<file path="config.mk">
export PLATFORM = sky130hd
export DESIGN_NAME = phase_shift_gen
export DESIGN_NICKNAME = d
export VERILOG_FILES = /design/src/rtl/phase_shift_gen.sv
export SDC_FILE = /design/constraint.sdc
export NUM_CORES = 1
export LEC_CHECK = 0
export ABC_AREA = 1
export CORE_MARGIN = 10
export CORE_UTILIZATION = 50
export DETAILED_ROUTE_END_ITERATION = 8
export GPL_ROUTABILITY_DRIVEN = 0
export PLACE_DENSITY = 0.75
export SLEW_MARGIN = 30
export SYNTH_ARGS = -nofsm -noshare
export SYNTH_HDL_FRONTEND = slang
export SYNTH_SLANG_ARGS = --single-unit
</file>
<file path="constraint.sdc">
create_clock -name clk -period 3.8 [get_ports clk]
set_clock_uncertainty 0.15 [all_clocks]
set_input_delay 0.76 -clock clk [delete_from_list [all_inputs] [get_ports clk]]
set_output_delay 0.76 -clock clk [all_outputs]
set_load 0.02 [all_outputs]
</file>
<file path="src/rtl/phase_shift_gen.sv">
// Multi-channel phase-shifted square-wave generator: one shared period counter,
// per-channel signed delays loaded over valid/ready and applied at the period wrap.
module phase_shift_gen #(
  parameter int HALF_PERIOD = 625,
  parameter int CH          = 4,
  parameter int DW          = 12
) (
  input  logic                                  clk,
  input  logic                                  rst_n,
  input  logic                                  en,
  input  logic                                  cfg_valid,
  output logic                                  cfg_ready,
  input  logic [((CH > 1) ? $clog2(CH) : 1)-1:0] cfg_ch,
  input  logic signed [DW-1:0]                  cfg_delay,
  output logic                                  cfg_err,
  output logic                                  sync_out,
  output logic [CH-1:0]                         clk_out
);

  localparam int P   = 2 * HALF_PERIOD;
  localparam int CW  = $clog2(P);
  localparam int CHW = (CH > 1) ? $clog2(CH) : 1;

  localparam logic [CW-1:0]        LAST = CW'(P - 1);
  localparam logic [CW:0]          P_W  = (CW + 1)'(P);
  localparam logic [CW:0]          H_W  = (CW + 1)'(HALF_PERIOD);
  localparam logic [CHW:0]         CH_L = (CHW + 1)'(CH);
  localparam logic signed [DW:0]   P_S  = (DW + 1)'(P);

  logic [CW-1:0]            cnt;
  logic [CH-1:0][CW-1:0]    active_d;
  logic [CH-1:0][CW-1:0]    pend_d;
  logic [CH-1:0]            pend_flag;
  logic [CH-1:0][CW:0]      phase;

  logic                     wrap;
  logic                     ch_ok;
  logic                     in_range;
  logic                     accept;
  logic                     write_ok;
  logic signed [DW:0]       d_ext;
  logic [CW-1:0]            d_store;

  assign wrap     = en && (cnt == LAST);
  assign ch_ok    = ({1'b0, cfg_ch} < CH_L);
  assign d_ext    = {cfg_delay[DW-1], cfg_delay};
  assign in_range = (d_ext < P_S) && (d_ext > -P_S);
  assign accept   = cfg_valid && cfg_ready;
  assign write_ok = accept && ch_ok && in_range;

  // Negative delays fold into [0,P-1]; low-bit arithmetic is exact because d+P < 2^CW.
  assign d_store  = cfg_delay[DW-1] ? (cfg_delay[CW-1:0] + CW'(P)) : cfg_delay[CW-1:0];

  // NOTE: every always_comb output gets a default before any conditional write, so no latch is inferred.
  always_comb begin
    cfg_ready = 1'b1;
    for (int i = 0; i < CH; i++) begin
      if (cfg_ch == CHW'(i)) cfg_ready = ~pend_flag[i];
    end
  end

  // (cnt - d) mod P, computed in CW+1 bits so the +P bias never overflows.
  always_comb begin
    phase = '0;
    for (int i = 0; i < CH; i++) begin
      phase[i] = {1'b0, cnt} + P_W - {1'b0, active_d[i]};
      if (phase[i] >= P_W) phase[i] = phase[i] - P_W;
    end
  end

  // NOTE: sequential state uses non-blocking assignments so every register samples pre-edge values.
  always_ff @(posedge clk or negedge rst_n) begin
    if (!rst_n) begin
      cnt       <= '0;
      cfg_err   <= 1'b0;
      sync_out  <= 1'b0;
      clk_out   <= '0;
      pend_flag <= '0;
      // NOTE: the delay tables are reset because a restart must begin with zero offsets on every channel.
      active_d  <= '0;
      pend_d    <= '0;
    end else begin
      if (!en || wrap) cnt <= '0;
      else             cnt <= cnt + CW'(1);

      cfg_err  <= accept && !write_ok;
      sync_out <= en && (cnt == '0);

      for (int i = 0; i < CH; i++) begin
        clk_out[i] <= en && (phase[i] < H_W);
        // A set flag holds ready low, so a write and an apply never hit the same channel together.
        if (write_ok && (cfg_ch == CHW'(i))) begin
          pend_d[i]    <= d_store;
          pend_flag[i] <= 1'b1;
        end else if (pend_flag[i] && (wrap || !en)) begin
          active_d[i]  <= pend_d[i];
          pend_flag[i] <= 1'b0;
        end
      end
    end
  end

endmodule

</file>
After elaboration in Yosys (flattened, before gate mapping)
Cells that the tools add are included.
Word-level totals
  latch bits: 0
  flip-flop bits (word level): 109
  output and inout bits: 7
  logic and storage cells: 98
  memories kept: 0
  bits in writable memories: 0
  bits in read-only memories: 0
  input port bits: 18
Cells by class
  $lt $le $gt $ge: 10
  multipliers: 0
  reductions and logical operators: 31
  eq/ne operators: 4
  multiplexer cells: 18
  bitwise operators: 8
  $add $sub $neg: 11
  shift-type cells: 0
  div/mod/pow operators: 0
Operators with widths (number)
  $ge A12 B11 Y1 const B: 4
  $lt A12 B10 Y1 const B: 4
  $mux W12: 4
  $sub A12 B11 Y12: 4
  $sub A12 B11 Y12 const B: 4
  $mux W11: 2
  $logic_and A1 B1 Y1: 18
  $add A11 B11 Y12 const B: 1
  $gt A12 B12 Y1 const B: 1
  $lt A12 B12 Y1 const B: 1
  $mux W1: 12
  $add A11 B1 Y11 const B: 1
  $add A11 B11 Y11 const B: 1
  $eq A11 B11 Y1 const B: 1
  $logic_not A11 Y1: 1
  $not A1 Y1: 8
  $reduce_and A2 Y1: 4
  $reduce_bool A2 Y1: 4
  $eq A2 B2 Y1 const B: 2
  $eq A2 B1 Y1 const B: 1
  $logic_not A1 Y1: 2
  $logic_not A2 Y1: 1
  $logic_or A1 B1 Y1: 1

Longest topological paths before layout
  depth after elaboration: 10
  depth in mapped cells: 25

Worst setup path before layout
No wires, ideal clock.
  kind: register -> register
  from: reg cnt[1]
  to: reg clk_out[2]
  slack: 585 ps
  arrival time: 2949 ps
  buffers on the path: 0
  period minus slack after synthesis: 3215 ps
  cell stages (with the launch flop): 23
  path through: dfrtp_1 > inv_1 > nor2_1 > a21oi_1 > nand2_1 > xor2_1 > ha_1 > nand2_1 > inv_1 > a21oi_1 > nand3_1 > nand2_1 > nand2_1 > nor2_4 > nand2_2 > nand2_4 > nand2_4 > nand2_1 > nand2_1 > nor2_1 > nand2_1 > nor2_1 > nor2_1
On the way
  word-level cells in the longest chain between the ends: 6
  elaborated cells on any way between the ends: 7
  classes of those cells: add/sub (3); order compare (2); mux (1); reduce/logical (1)
Ends and longest elaborated chain
  start, declared: line 30  | logic [CW-1:0] cnt;
  start signal, assigned: line 84  | else cnt <= cnt + CW'(1);
  $add A11 B11 Y12 *: line 66  | phase[i] = {1'b0, cnt} + P_W - {1'b0, active_d[i]};
  $sub A12 B11 Y12 *: line 66
  $sub A12 B11 Y12 or $ge A12 B11 Y1 (tied branches): line 67  | if (phase[i] >= P_W) phase[i] = phase[i] - P_W;
  $mux W12 *: line 67
  $lt A12 B10 Y1 *: line 90  | clk_out[i] <= en && (phase[i] < H_W);
  $logic_and A1 B1 Y1 *: line 90
  end signal, assigned by index: line 90
  end, declared: line 17  | output logic [CH-1:0] clk_out
Every way passes the cells marked *; elsewhere a longest branch is shown, timed or not.
A chain may end at the register's enable or synchronous reset.

Worst setup path after layout
  from: in cfg_ch[1] (netlist name)
  to: out cfg_ready
On the way
  word-level cells in the longest chain between the ends: 5
  elaborated cells on any way between the ends: 8
  classes of those cells: eq/ne (3); mux (4); reduce/logical (1)
Ends and longest elaborated chain
  start, declared: line 13  | input logic [((CH > 1) ? $clog2(CH) : 1)-1:0] cfg_ch,
  $logic_not A2 Y1: line 58  | if (cfg_ch == CHW'(i)) cfg_ready = ~pend_flag[i];
  $mux W1 (3 in series): line 58
  $mux W1 *: line 58
  end, declared: line 12  | output logic cfg_ready,
Marks and branches as above.

==> impl.org <==
** Critical path
- Element type at the critical path end :: output pin
- The slowest stage of the critical path belongs to the cell sky130_fd_sc_hd__clkdlybuf4s50_1.
- The critical path is of the in2out type.
- STA puts the critical path data arrival time at 2.60 ns.
- The critical path goes through clkdlybuf4s50_1 > nor2_1 > a22o_1 > a221oi_2 > clkdlybuf4s50_1.
- Most frequent cell on the critical path :: sky130_fd_sc_hd__clkdlybuf4s50_1
- At the worst endpoint, the required time is 2.89 ns.
- Launching element type of the critical path :: primary input
- Of all nets on the critical path, the largest fanout is 4.
- Crit-path max cell delay :: 0.71 ns

** Floorplanning
- The die is 152 µm tall.
- Starting density of the core :: 0.507
- Top-level I/O count :: 25
- Die area :: 23200 µm²
- The die is 152 µm wide.
- Number of rows in the core area :: 48
- The floorplan step defined a core boundary enclosing 17200 µm².

** Layout
- The repair_antennas step left the layout with diodes totalling 0.
- Fraction of final layout cells sized beyond drive strength 1 :: 0.0767
- For this run, the number of standard cells in the final layout without fillers is 1581.
- Leaving out fill and tap cells, the most frequent cell in the layout is sky130_fd_sc_hd__nand2_1.
- Area added between synthesis and finish :: 10.1%
- Commonest cells after routing, fill and taps aside :: 449 x sky130_fd_sc_hd__nand2_1, 198 x sky130_fd_sc_hd__inv_1, 119 x sky130_fd_sc_hd__nand3_1, 109 x sky130_fd_sc_hd__dfrtp_1, 87 x sky130_fd_sc_hd__nor2_1
- Net count, final :: 1427

** Global routing
- Initial antenna violation count :: 0
- The first global-routing pass estimated 35700 µm of wire.
- Summed over all layers, the global routing overflow is 0.
- The via count of the first global-routing pass was 7511.
- GRT Resource Usage Total :: 0.181
- Pin count of the biggest net entering global routing :: 65

** Yosys
- Cell types with the largest area share after synthesis :: sky130_fd_sc_hd__dfrtp_1 31%, sky130_fd_sc_hd__nand2_1 19%, sky130_fd_sc_hd__inv_1 8.5%
- Counting every net in the synthesized netlist gives 1391.
- The synthesized netlist occupies a cell area of 8740 µm².
- In the synthesized netlist, the number of instances is 1316.
- Of the total synthesized cell area, the portion taken by AND, OR, NAND and NOR gates is 0.385.
- Dividing the synthesized area by the synthesized cell count gives 6.64 µm².
- After synthesis, the largest family of logic cells by area is simple AND/OR/NAND/NOR gates.
- Of the total synthesized cell area, the portion taken by XOR and XNOR cells is 0.0221.
- Of the total synthesized cell area, the portion taken by full adders, half adders and majority gates is 0.0851.
- Proportion of synthesized area in mux cells :: 0.00644
- Sequential share of the synthesized area :: 0.312
- Register bit total from synthesis :: 109
- The biggest area contributor in the post-synthesis netlist is sky130_fd_sc_hd__dfrtp_1.
- The synthesized design contains 0 enable-type register cells.
- Share of Yosys cell area claimed by the top area cell type :: 0.312
- Primary flip-flop cell chosen by synthesis mapping :: sky130_fd_sc_hd__dfrtp_1
- Synthesis Warnings :: 0
- Distinct cells, synth :: 44
- Synthesized-area fraction occupied by ao, oa, aoi and oai cells :: 0.0918
- Share of flip-flops with an asynchronous set or reset :: 1.00

** Detailed routing
- DRC violation count after routing :: 0
- Antenna violation net count after detailed routing :: 0
- Routed wire length :: 21400 µm
- Routed wire length per instance :: 13.6 µm
- Post-detailed-route via-to-cell ratio :: 5.20
- For this block, the via count after detailed routing is 8226.
- In this run, the number of DRC markers left after iteration 0 of detailed routing was 576.
- Detailed-router iteration count before antenna repair :: 7

** Place
- After legalization and detailed placement, the total HPWL measured 16600 µm.
- Cells after DPL :: 1565
- During placement, the flow inserted port buffers numbering 24.

** Power and ir drop
- For this design the ratio of total power to cell area is 817 nW/µm².
- Across the VDD grid, the largest voltage drop is 0.373 mV.
- In this run the static leakage power is 5.23 nW.

** Timing
- Final count of hold timing violations :: 0
- Worst-margin pin slew :: 0.817 ns
- In the finished design, the share of the clock period the worst path needs comes to 0.923.
- Final total negative setup slack :: 0 ns
- Timing would allow up to 0.285 GHz.
- The max-slew violation count was 0.
- The smallest clock period supported by the final layout is computed as 3.51 ns.
- Max_slew headroom :: 0.455
- Setup violations remaining at the end of the flow were counted as 0.

** Job
- Count of maximum capacitance violations :: 0

** Clock tree
- After clock tree synthesis, the clock-pin slew on the worst setup and hold paths is 0.07 ns.
- TritonCTS clock tree :: yes
- The cell sitting at the root of the clock tree is a sky130_fd_sc_hd__clkbuf_16.
- Counting the buffers created by CTS gives 9.
- In this run, post-CTS hold repair placed 0 buffers.
- Number of sinks handled by clock tree synthesis :: 109
- Latest clock arrival within the worst-skew pair :: 0.36 ns
- Number of levels in the clock H-tree :: 3
- Counting along the longest clock path gives a buffer depth of 2.

** Min path
- The tightest min-delay check is of the reg2reg type.

** Run status
- Run status :: finished, final reports clean
synth_stat cells, types with 2 or more instances:
cell type	count
sky130_fd_sc_hd__nand3_1	120
sky130_fd_sc_hd__a21oi_2	3
sky130_fd_sc_hd__a21o_1	4
sky130_fd_sc_hd__a31oi_1	2
sky130_fd_sc_hd__o21bai_1	8
sky130_fd_sc_hd__nor4_1	5
sky130_fd_sc_hd__nand4_1	22
sky130_fd_sc_hd__o21ai_0	63
sky130_fd_sc_hd__o21ai_1	21
sky130_fd_sc_hd__and2_1	2
sky130_fd_sc_hd__nor3_1	7
sky130_fd_sc_hd__nand3b_1	10
sky130_fd_sc_hd__nand2_4	9
sky130_fd_sc_hd__nor2_1	87
sky130_fd_sc_hd__mux2_2	5
sky130_fd_sc_hd__a21oi_1	36
sky130_fd_sc_hd__buf_2	15
sky130_fd_sc_hd__nand3_2	8
sky130_fd_sc_hd__xor2_1	16
sky130_fd_sc_hd__xnor2_1	6
sky130_fd_sc_hd__inv_1	198
sky130_fd_sc_hd__nor2_2	7
sky130_fd_sc_hd__fa_1	4
sky130_fd_sc_hd__dfrtp_1	109
sky130_fd_sc_hd__nor2_4	3
sky130_fd_sc_hd__nand2_1	449
sky130_fd_sc_hd__inv_2	4
sky130_fd_sc_hd__nand2_2	25
sky130_fd_sc_hd__ha_1	53
routing by layer:
metal | global-route usage | vias up | wire length [µm]
met5 | 0 | - | 0
li1 | - | 4261 | -
met2 | 0.288 | 214 | 9600
met3 | 0.0375 | 23 | 1330
met4 | 0.0454 | 0 | 377
met1 | 0.245 | 3728 | 10100
flip-flops by register name, summed over array words and instances, names as in the netlist:
name and flops:
active_d 44, pend_d 44, cnt 11, clk_out 4, pend_flag 4, cfg_err 1, sync_out 1
where the power goes:
group          total [mW]  switching, mW  leakage (nW)  internal [mW]
combinational        5.12           3.26          3.70           1.87
sequential           1.79          0.198          1.40           1.59
clock               0.947          0.434         0.137          0.513
through the flow:
stage | power, mW | instance area, µm² | setup slack (ns) | util | hold WS [ns]
2_1_floorplan | 5.92 | 8740 | 0.585 | - | 0.292
3_3_place_gp | 6.75 | 9290 | 0.296 | 0.539 | 0.312
3_5_place_dp | 6.90 | 9290 | 0.251 | 0.539 | 0.315
4_1_cts | 7.88 | 9580 | 0.244 | 0.556 | 0.334
5_1_grt | 8.78 | 9620 | -0.0120 | 0.558 | 0.355
6_report | 7.86 | 9620 | 0.292 | 0.558 | 0.335
final cells by class:
type,instances,area [µm²]
well taps,225,282
clock inverters,4,55.1
flip-flops and latches,109,2730
multi-input cells,988,5190
clock buffers,11,233
fillers,1648,7620
inverters,202,758
repair buffers,42,373
worst max-delay path: cells and delay by family:
family                 cells  cell delay [ns]
and+or+nand+nor            1             0.09
buffers and inverters      2             1.23
AOI/OAI and AO/OA          2             0.53
kinds of logic after synthesis:
| kind of cell | Yosys count |
|---|---|
| mux | 5 |
| xor+xnor | 22 |
| fa+ha+maj | 57 |
| compound gates | 145 |
| simple gates | 759 |
| buf+inv | 219 |
| flops | 109 |
final timing paths:
| check | start | to | slack, ns | cells past startpoint |
|---|---|---|---|---|
| max | cfg_ch[1] | cfg_ready | 0.29 | 5 |
| min | pend_d[12] | pend_d[12] | 0.33 | 2 |
| max reg2reg | cnt[3] | clk_out[3] | 0.35 | 19 |
| min reg2reg | pend_d[12] | pend_d[12] | 0.33 | 2 |
| max in group asynchronous | rst_n | active_d[18] | 2.31 | 2 |
| min in group asynchronous | rst_n | clk_out[2] | 0.34 | 1 |
timing repair:
| action | CTS | global route |
|---|---|---|
| resized for setup | 0 | 4 |
| setup endpoints to repair | 0 | 4 |
| hold endpoints to repair | 0 | 0 |
| setup buffers | 0 | 1 |
No activity file was read; power rests on OpenSTA's default activity.
